**config.mk**
```make
export PLATFORM = sky130hd
export DESIGN_NAME = block_config_loader
export DESIGN_NICKNAME = d
export VERILOG_FILES = /design/src/rtl/cfg_pkg.sv /design/src/rtl/cfg_word_shifter.sv /design/src/rtl/block_config_loader.sv
export SDC_FILE = /design/constraint.sdc
export NUM_CORES = 1
export LEC_CHECK = 0
export CAP_MARGIN = 20
export CORE_AREA = 2 2 67 69
export CTS_CLUSTER_DIAMETER = 200
export DETAILED_ROUTE_END_ITERATION = 8
export DIE_AREA = 0 0 69 71
export PLACE_DENSITY = 0.77
export SYNTH_ARGS = -nofsm -noshare
export SYNTH_HDL_FRONTEND = slang
export SYNTH_SLANG_ARGS = --single-unit
```
**constraint.sdc**
```tcl
create_clock -name clk -period 1.9 [get_ports clk]
set_input_delay 0.38 -clock clk [delete_from_list [all_inputs] [get_ports clk]]
set_output_delay 0.38 -clock clk [all_outputs]
set_load 0.02 [all_outputs]
```
**src/rtl/cfg_pkg.sv**
```systemverilog
// Shared definitions for the block config loader.
// Holds default geometry, FSM state encoding, the per-word parity bit
// count and a helper for index widths.
// Optional feature macro: CONFIG_PARITY_EN (one even-parity bit per word).
package cfg_pkg;

  localparam int unsigned ADDR_BITS_DEF  = 4;
  localparam int unsigned MEM_SIZE_DEF   = 2 ** ADDR_BITS_DEF;
  localparam int unsigned NUM_BLOCKS_DEF = 8;

`ifdef CONFIG_PARITY_EN
  localparam int unsigned PARITY_BITS = 1;
`else
  localparam int unsigned PARITY_BITS = 0;
`endif

  // Loader FSM state encoding
  localparam int unsigned STATE_W = 2;
  typedef logic [STATE_W-1:0] cfg_state_t;
  localparam cfg_state_t ST_IDLE   = 2'd0;
  localparam cfg_state_t ST_LOAD   = 2'd1;
  localparam cfg_state_t ST_COMMIT = 2'd2;
  localparam cfg_state_t ST_DONE   = 2'd3;

  // Index width with a floor of one bit so a single-block column still works
  function automatic int unsigned idx_bits(input int unsigned n);
    return (n > 1) ? $clog2(n) : 1;
  endfunction

endpackage

```
**src/rtl/cfg_word_shifter.sv**
```systemverilog
// Serial-in word assembler for the config loader.
// Shifts accepted bits in LSB first (new bit enters at the MSB, older bits
// move right), counts bits per word and flags the last bit combinationally
// so the loader can commit in the very next cycle.
// Ports:
//   clk, rst_n      clock / async active-low reset
//   clear_i         drop any partial word (frame start)
//   shift_en_i      accept bit_i this cycle
//   bit_i           serial data bit
//   word_nxt_c      assembled word including the bit being accepted now
//   word_full_c     the bit being accepted now completes the word
//   par_ok_c        even parity holds over word + parity bit (1 when disabled)
// Optional feature macro: CONFIG_PARITY_EN.
module cfg_word_shifter
  import cfg_pkg::*;
#(
  parameter int unsigned MEM_SIZE = MEM_SIZE_DEF
) (
  input  logic                clk,
  input  logic                rst_n,
  input  logic                clear_i,
  input  logic                shift_en_i,
  input  logic                bit_i,
  output logic [MEM_SIZE-1:0] word_nxt_c,
  output logic                word_full_c,
  output logic                par_ok_c
);

  localparam int unsigned WORD_BITS = MEM_SIZE + PARITY_BITS;
  // The final bit never needs storing: it is merged straight into word_nxt_c.
  localparam int unsigned SHIFT_W   = WORD_BITS - 1;
  localparam int unsigned CNT_W     = $clog2(WORD_BITS + 1);

  logic [SHIFT_W-1:0]   shift_q, shift_d;
  logic [CNT_W-1:0]     cnt_q, cnt_d;
  logic [WORD_BITS-1:0] shift_nxt;

  // View of the register after this cycle's shift
  always_comb begin
    shift_nxt   = {bit_i, shift_q};
    word_nxt_c  = shift_nxt[MEM_SIZE-1:0];
    word_full_c = shift_en_i && (cnt_q == CNT_W'(WORD_BITS - 1));
  end

  // Shift register and bit counter next state
  always_comb begin
    shift_d = shift_q;
    cnt_d   = cnt_q;
    if (clear_i) begin
      shift_d = '0;
      cnt_d   = '0;
    end else if (shift_en_i) begin
      shift_d = shift_nxt[WORD_BITS-1:1];
      cnt_d   = word_full_c ? '0 : cnt_q + CNT_W'(1);
    end
  end

  always_ff @(posedge clk or negedge rst_n) begin
    if (!rst_n) begin
      shift_q <= '0;
      cnt_q   <= '0;
    end else begin
      shift_q <= shift_d;
      cnt_q   <= cnt_d;
    end
  end

`ifdef CONFIG_PARITY_EN
  logic par_q, par_d;

  // Running XOR of the word so far; restarts after every word
  always_comb begin
    par_d    = par_q;
    par_ok_c = ~(par_q ^ bit_i);
    if (clear_i) begin
      par_d = 1'b0;
    end else if (shift_en_i) begin
      par_d = word_full_c ? 1'b0 : (par_q ^ bit_i);
    end
  end

  always_ff @(posedge clk or negedge rst_n) begin
    if (!rst_n) begin
      par_q <= 1'b0;
    end else begin
      par_q <= par_d;
    end
  end
`else
  assign par_ok_c = 1'b1;
`endif

endmodule

```
**src/rtl/block_config_loader.sv**
```systemverilog
// Configuration controller for a column of SLICEL config-latch blocks.
// Assembles one word per block from a valid/ready serial stream, drives it
// on the shared config_out bus and strobes that block's comb_set bit for
// exactly one cycle.
// Ports:
//   clk, rst_n   clock / async active-low reset
//   cfg_start    begin a frame (only honoured in IDLE)
//   cfg_bit      serial data bit, qualified by cfg_valid
//   cfg_valid    cfg_bit present
//   cfg_ready    loader accepts cfg_bit this cycle
//   config_out   word bus shared by all target blocks
//   comb_set     one-hot commit strobe, one bit per block
//   busy         loader is not in IDLE
//   done         one-cycle end-of-frame pulse
//   err          sticky parity error (0 when parity is disabled)
// Optional feature macro: CONFIG_PARITY_EN.
module block_config_loader
  import cfg_pkg::*;
#(
  parameter int unsigned ADDR_BITS    = ADDR_BITS_DEF,
  parameter int unsigned MEM_SIZE     = 2 ** ADDR_BITS,
  parameter int unsigned NUM_BLOCKS   = NUM_BLOCKS_DEF,
  parameter int unsigned BLK_IDX_BITS = idx_bits(NUM_BLOCKS)
) (
  input  logic                  clk,
  input  logic                  rst_n,
  input  logic                  cfg_start,
  input  logic                  cfg_bit,
  input  logic                  cfg_valid,
  output logic                  cfg_ready,
  output logic [MEM_SIZE-1:0]   config_out,
  output logic [NUM_BLOCKS-1:0] comb_set,
  output logic                  busy,
  output logic                  done,
  output logic                  err
);

  cfg_state_t              state_q, state_d;
  logic [BLK_IDX_BITS-1:0] idx_q, idx_d;
  logic                    ready_q, ready_d;
  logic [MEM_SIZE-1:0]     out_q, out_d;
  logic [NUM_BLOCKS-1:0]   set_q, set_d;
  logic                    busy_q, busy_d;
  logic                    done_q, done_d;

  logic                    accept;
  logic                    frame_start;
  logic [MEM_SIZE-1:0]     word_nxt;
  logic                    word_full;
  logic                    par_ok;

  assign accept      = cfg_valid && ready_q;
  assign frame_start = (state_q == ST_IDLE) && cfg_start;

  cfg_word_shifter #(
    .MEM_SIZE (MEM_SIZE)
  ) u_shifter (
    .clk         (clk),
    .rst_n       (rst_n),
    .clear_i     (frame_start),
    .shift_en_i  (accept),
    .bit_i       (cfg_bit),
    .word_nxt_c  (word_nxt),
    .word_full_c (word_full),
    .par_ok_c    (par_ok)
  );

`ifdef CONFIG_PARITY_EN
  logic err_q, err_d;
`endif

  // Next state and registered outputs. Commit outputs are loaded on the
  // edge that accepts the last bit, so they are live during COMMIT.
  always_comb begin
    state_d = state_q;
    idx_d   = idx_q;
    ready_d = 1'b0;
    out_d   = out_q;
    set_d   = '0;
    done_d  = 1'b0;
`ifdef CONFIG_PARITY_EN
    err_d   = err_q;
`endif
    unique case (state_q)
      ST_IDLE: begin
        if (cfg_start) begin
          idx_d   = '0;
          state_d = ST_LOAD;
          ready_d = 1'b1;
`ifdef CONFIG_PARITY_EN
          err_d   = 1'b0;
`endif
        end
      end
      ST_LOAD: begin
        ready_d = 1'b1;
        if (word_full) begin
          state_d = ST_COMMIT;
          ready_d = 1'b0;
          if (par_ok) begin
            out_d = word_nxt;
            set_d = NUM_BLOCKS'(1) << idx_q;
          end
`ifdef CONFIG_PARITY_EN
          else begin
            err_d = 1'b1;
          end
`endif
        end
      end
      ST_COMMIT: begin
        if (idx_q == BLK_IDX_BITS'(NUM_BLOCKS - 1)) begin
          state_d = ST_DONE;
          done_d  = 1'b1;
        end else begin
          idx_d   = idx_q + BLK_IDX_BITS'(1);
          state_d = ST_LOAD;
          ready_d = 1'b1;
        end
      end
      ST_DONE: begin
        state_d = ST_IDLE;
      end
      default: begin
        state_d = ST_IDLE;
      end
    endcase
    busy_d = (state_d != ST_IDLE);
  end

  always_ff @(posedge clk or negedge rst_n) begin
    if (!rst_n) begin
      state_q <= ST_IDLE;
      idx_q   <= '0;
      ready_q <= 1'b0;
      out_q   <= '0;
      set_q   <= '0;
      busy_q  <= 1'b0;
      done_q  <= 1'b0;
    end else begin
      state_q <= state_d;
      idx_q   <= idx_d;
      ready_q <= ready_d;
      out_q   <= out_d;
      set_q   <= set_d;
      busy_q  <= busy_d;
      done_q  <= done_d;
    end
  end

`ifdef CONFIG_PARITY_EN
  always_ff @(posedge clk or negedge rst_n) begin
    if (!rst_n) begin
      err_q <= 1'b0;
    end else begin
      err_q <= err_d;
    end
  end
  assign err = err_q;
`else
  assign err = 1'b0;
`endif

  assign cfg_ready  = ready_q;
  assign config_out = out_q;
  assign comb_set   = set_q;
  assign busy       = busy_q;
  assign done       = done_q;

endmodule

```
==> results of run 1 <==
layout make-up:
type / instances / area, µm²
fillers: 319 / 1563
flip-flops and latches: 52 / 1301
multi-input cells: 91 / 778.2
repair buffers: 39 / 390.4
clock buffers: 5 / 68.82
well taps: 52 / 65.06
clock inverters: 3 / 18.77
inverters: 5 / 18.77
per-layer routing:
layer  vias up  track usage, %  part of all wire, %
met5         -               0                    0
met4         0           5.011                 0.98
met3         4           4.843                  3.7
met2        35           28.53                   50
met1       677           25.10                   46
li1        643               -                    -
power groups by stage:
stage	logic (mW)	registers, mW	clock network, mW
after floorplan	0.517	1.66	0
after global placement	0.875	1.62	0
after detailed placement	0.918	1.64	0
after CTS	0.924	1.62	0.623
after global routing	1.01	1.66	0.680
final	0.921	1.62	0.598
sequential cells by signal (all words and copies together), names as in the netlist:
register,count
busy,1
cfg_ready,1
comb_set,8
config_out,16
done,1
idx_q,3
state_q,2
u_shifter.cnt_q,5
u_shifter.shift_q,15
metrics by stage:
stage	setup TNS (ns)	utilization [%]	area (µm²)	power, mW
floorplan	0	-	2138	2.174
global placement	-1.963	60.62	2549	2.498
detailed placement	-3.701	60.62	2549	2.560
CTS	0	62.71	2636	3.169
global route	0	62.83	2641	3.350
finish	0	62.83	2641	3.143
cell families (layout without fill, tap and decap cells):
group	Yosys count	in the layout	share of synthesized area, %
flops	52	52	60.85
mux	17	17	10.18
buf+inv	12	52	2.984
simple gates	36	36	10.24
compound gates	29	29	11.06
fa+ha+maj	7	7	4.096
xor+xnor	1	1	0.4097
other cells	1	1	0.1754
worst register-to-register path: stages (launching register included):
cell and delay (ns):
dfrtp_1 0.42, ha_1 0.23, nand3_2 0.13, buf_4 0.16
or2_2 0.36, nor4_1 0.28
placed cells by master (no fill, tap or decap), types with 2 or more instances in the layout:
| master | Yosys | routed |
|---|---|---|
| nor2_2 | 0 | 2 |
| a22o_1 | 19 | 19 |
| buf_4 | 1 | 6 |
| clkinv_2 | 0 | 2 |
| ha_1 | 7 | 7 |
| mux2_2 | 10 | 10 |
| and2_2 | 2 | 2 |
| o21ai_0 | 3 | 3 |
| dfrtp_1 | 52 | 52 |
| clkbuf_8 | 0 | 5 |
| nor2_1 | 5 | 3 |
| buf_12 | 0 | 2 |
| or2_2 | 2 | 2 |
| o211ai_1 | 2 | 2 |
| nor4_1 | 6 | 6 |
| mux2_4 | 7 | 7 |
| inv_1 | 5 | 5 |
| nand3_1 | 3 | 3 |
| nand2_1 | 8 | 8 |
| clkdlybuf4s50_1 | 0 | 30 |
worst max-delay path by stage:
stage | startpoint | end | slack [ns] | cells past startpoint
floorplan | u_shifter.cnt_q[0] | config_out[10] | 0.18 | 5
finish | cfg_ready | cfg_ready | 0.19 | 1
global placement | cfg_start | u_shifter.cnt_q[1] | -0.12 | 4
CTS | cfg_valid | u_shifter.cnt_q[1] | 0.10 | 4
global route | u_shifter.cnt_q[0] | comb_set[4] | 0.06 | 5
detailed placement | cfg_valid | u_shifter.cnt_q[1] | -0.21 | 4
what timing repair did:
action / 4_1_cts / 5_1_grt
endpoints found under the setup margin: 0 / 16
hold buffers: 0 / 0
resized for setup: 0 / 2
==> metrics.csv, run 1 <==
stage,metric,value,unit
run_status,status,completed,
floorplan,Starting Density,50.86,%
layout,fraction of layout cells with a size suffix above 1,23.08,%
synth,synthesized instance count,155,
timing,fin crit share,89.96,%
worst_hold_path,worst hold path type,input pin to async pin,
routing,vias post-DR,1359,
timing,RSZ-0062 raised after global routing,false,
synth,leading area contributor after synthesis,dfrtp_1,
critical_path,worst r2r dst,comb_set[6],
clock_tree,# Post-CTS Setup Buffers,0,
power_and_ir_drop,Clk pwr share,19.0,%
floorplan,die width,69,µm
timing,Hold Fails Final Rpt,0,
placed_design,I/O Buffers,31,
synth,register bit count reported by yosys,52,
synth,synthesized net count,167,
placed_design,RePlAce Congestion,0.8433,
synth,Yosys cell types,35,
critical_path,critical path's slowest cell,clkdlybuf4s50_1,
critical_path,reg2reg start,u_shifter.cnt_q[0],
placed_design,Post-DP HPWL,2.886,mm
synth,Synth Area per Inst,13.80,µm²
critical_path,crit-path max cell delay,0.63,ns
power_and_ir_drop,Net Sw Power,1.042,mW
power_and_ir_drop,Power Density,1190,nW/µm²
timing,final setup fails,0,
floorplan,Core Footprint,4204,µm²
synth,Post-synth EDFFs,0,
power_and_ir_drop,Seq pwr share,51.7,%
global_route,GR Overflow Total,0,
timing,minimum clock period,1.709,ns
layout,Ant. Diodes,0,
critical_path,flop2flop setup slack,0.21,ns
critical_path,CP Launch Type,register,
timing,Max Slew Vio Count,0,
clock_tree,Skew-Pair Late Insertion Delay,0.30,ns
power_and_ir_drop,P_leak,1.226,nW
global_route,largest net degree at the start of global routing,35,
timing,worst-margin pin slew,0.6156,ns
power_and_ir_drop,Logic pwr share,29.3,%
floorplan,die footprint,4899,µm²
routing,drt total wl,3.875,mm
timing,fmax,585.1,MHz
placed_design,placed cell count,239,
routing,DRT iter0 DRCs,115,
critical_path,Bufs and invs on worst path,1,
layout,final cell count without fillers,247,
critical_path,crit path DAT,1.33,ns
clock_tree,clk buf depth,2,
timing,WHS,0.02325,ns
global_route,vias in the first global route,1408,
placed_design,"worst slack, placed",-0.2115,ns
clock_tree,Num Clock Sinks,52,
timing,worst setup margin,0.1908,ns
critical_path,CP Data Required Time,1.52,ns
synth,Mapped Area,2138,µm²
critical_path,Setup crit end kind,output port,
clock_tree,CTS Buf Count,5,
critical_path,WS Path Type,register to output port,
synth,share of Yosys cell area claimed by the top area cell type,60.85,%
power_and_ir_drop,cell-internal power,2.101,mW
global_route,first-pass GRT wire length,7.010,mm
floorplan,IO Pins,33,
critical_path,crit-path cells,clkdlybuf4s50_1,
routing,DRT Pass-1 Iters,4,
floorplan,Rows,24,
layout,area delta synth->final,23.52,%
routing,Vias/cell,5.502,
layout,NumNets Final,206,
timing,final clock skew,0.005060,ns
clock_tree,Worst-path clk slew,0.09,ns
run,MaxCap Viol Count,0,
synth,Post-synth ARST share,100.0,%
synth,Yosys warning count,0,
routing,Detail Route Antenna Nets,0,
routing,Routed WL per cell,15.69,µm
power_and_ir_drop,VDD IR max,0.0005900,V
routing,DRC,0,
synth,Post-synth top cells,"dfrtp_1, a22o_1, mux2_2",
clock_tree,CTS tree,yes,
power_and_ir_drop,switching part of the total,33.16,%
global_route,initial antenna violation count,0,
synth,ranking of synthesized cells by area,"dfrtp_1, a22o_1, mux2_2",
critical_path,Critical Path Fanout Max,4,
floorplan,Die Height,71,µm
clock_tree,H-tree Lvls,2,
critical_path,"delay-heaviest family, CP",buffers and inverters,
timing,Max-slew headroom,58.92,%
synth,top-count cell post-synth,dfrtp_1,
clock_tree,root buf cell,clkbuf_8,
synth,sequential fraction of the synthesis area,60.85,%
critical_path,worst reg2reg path depth,5,
global_route,Tot GR Track Use,18.10,%
synth,main flop type after synthesis,dfrtp_1,
Note: power is estimated with default switching activity, not from simulation.
==> run 2, diff against run 1 <==
--- a/config.mk
+++ b/config.mk
@@ -5,6 +5,7 @@
 export SDC_FILE = /design/constraint.sdc
 export NUM_CORES = 1
 export LEC_CHECK = 0
+export ABC_CLOCK_PERIOD_IN_PS = 1900
 export CAP_MARGIN = 20
 export CORE_AREA = 2 2 67 69
 export CTS_CLUSTER_DIAMETER = 200
==> results of run 2 <==
The final DEF is identical to that of run 1; final timing and power are the same.
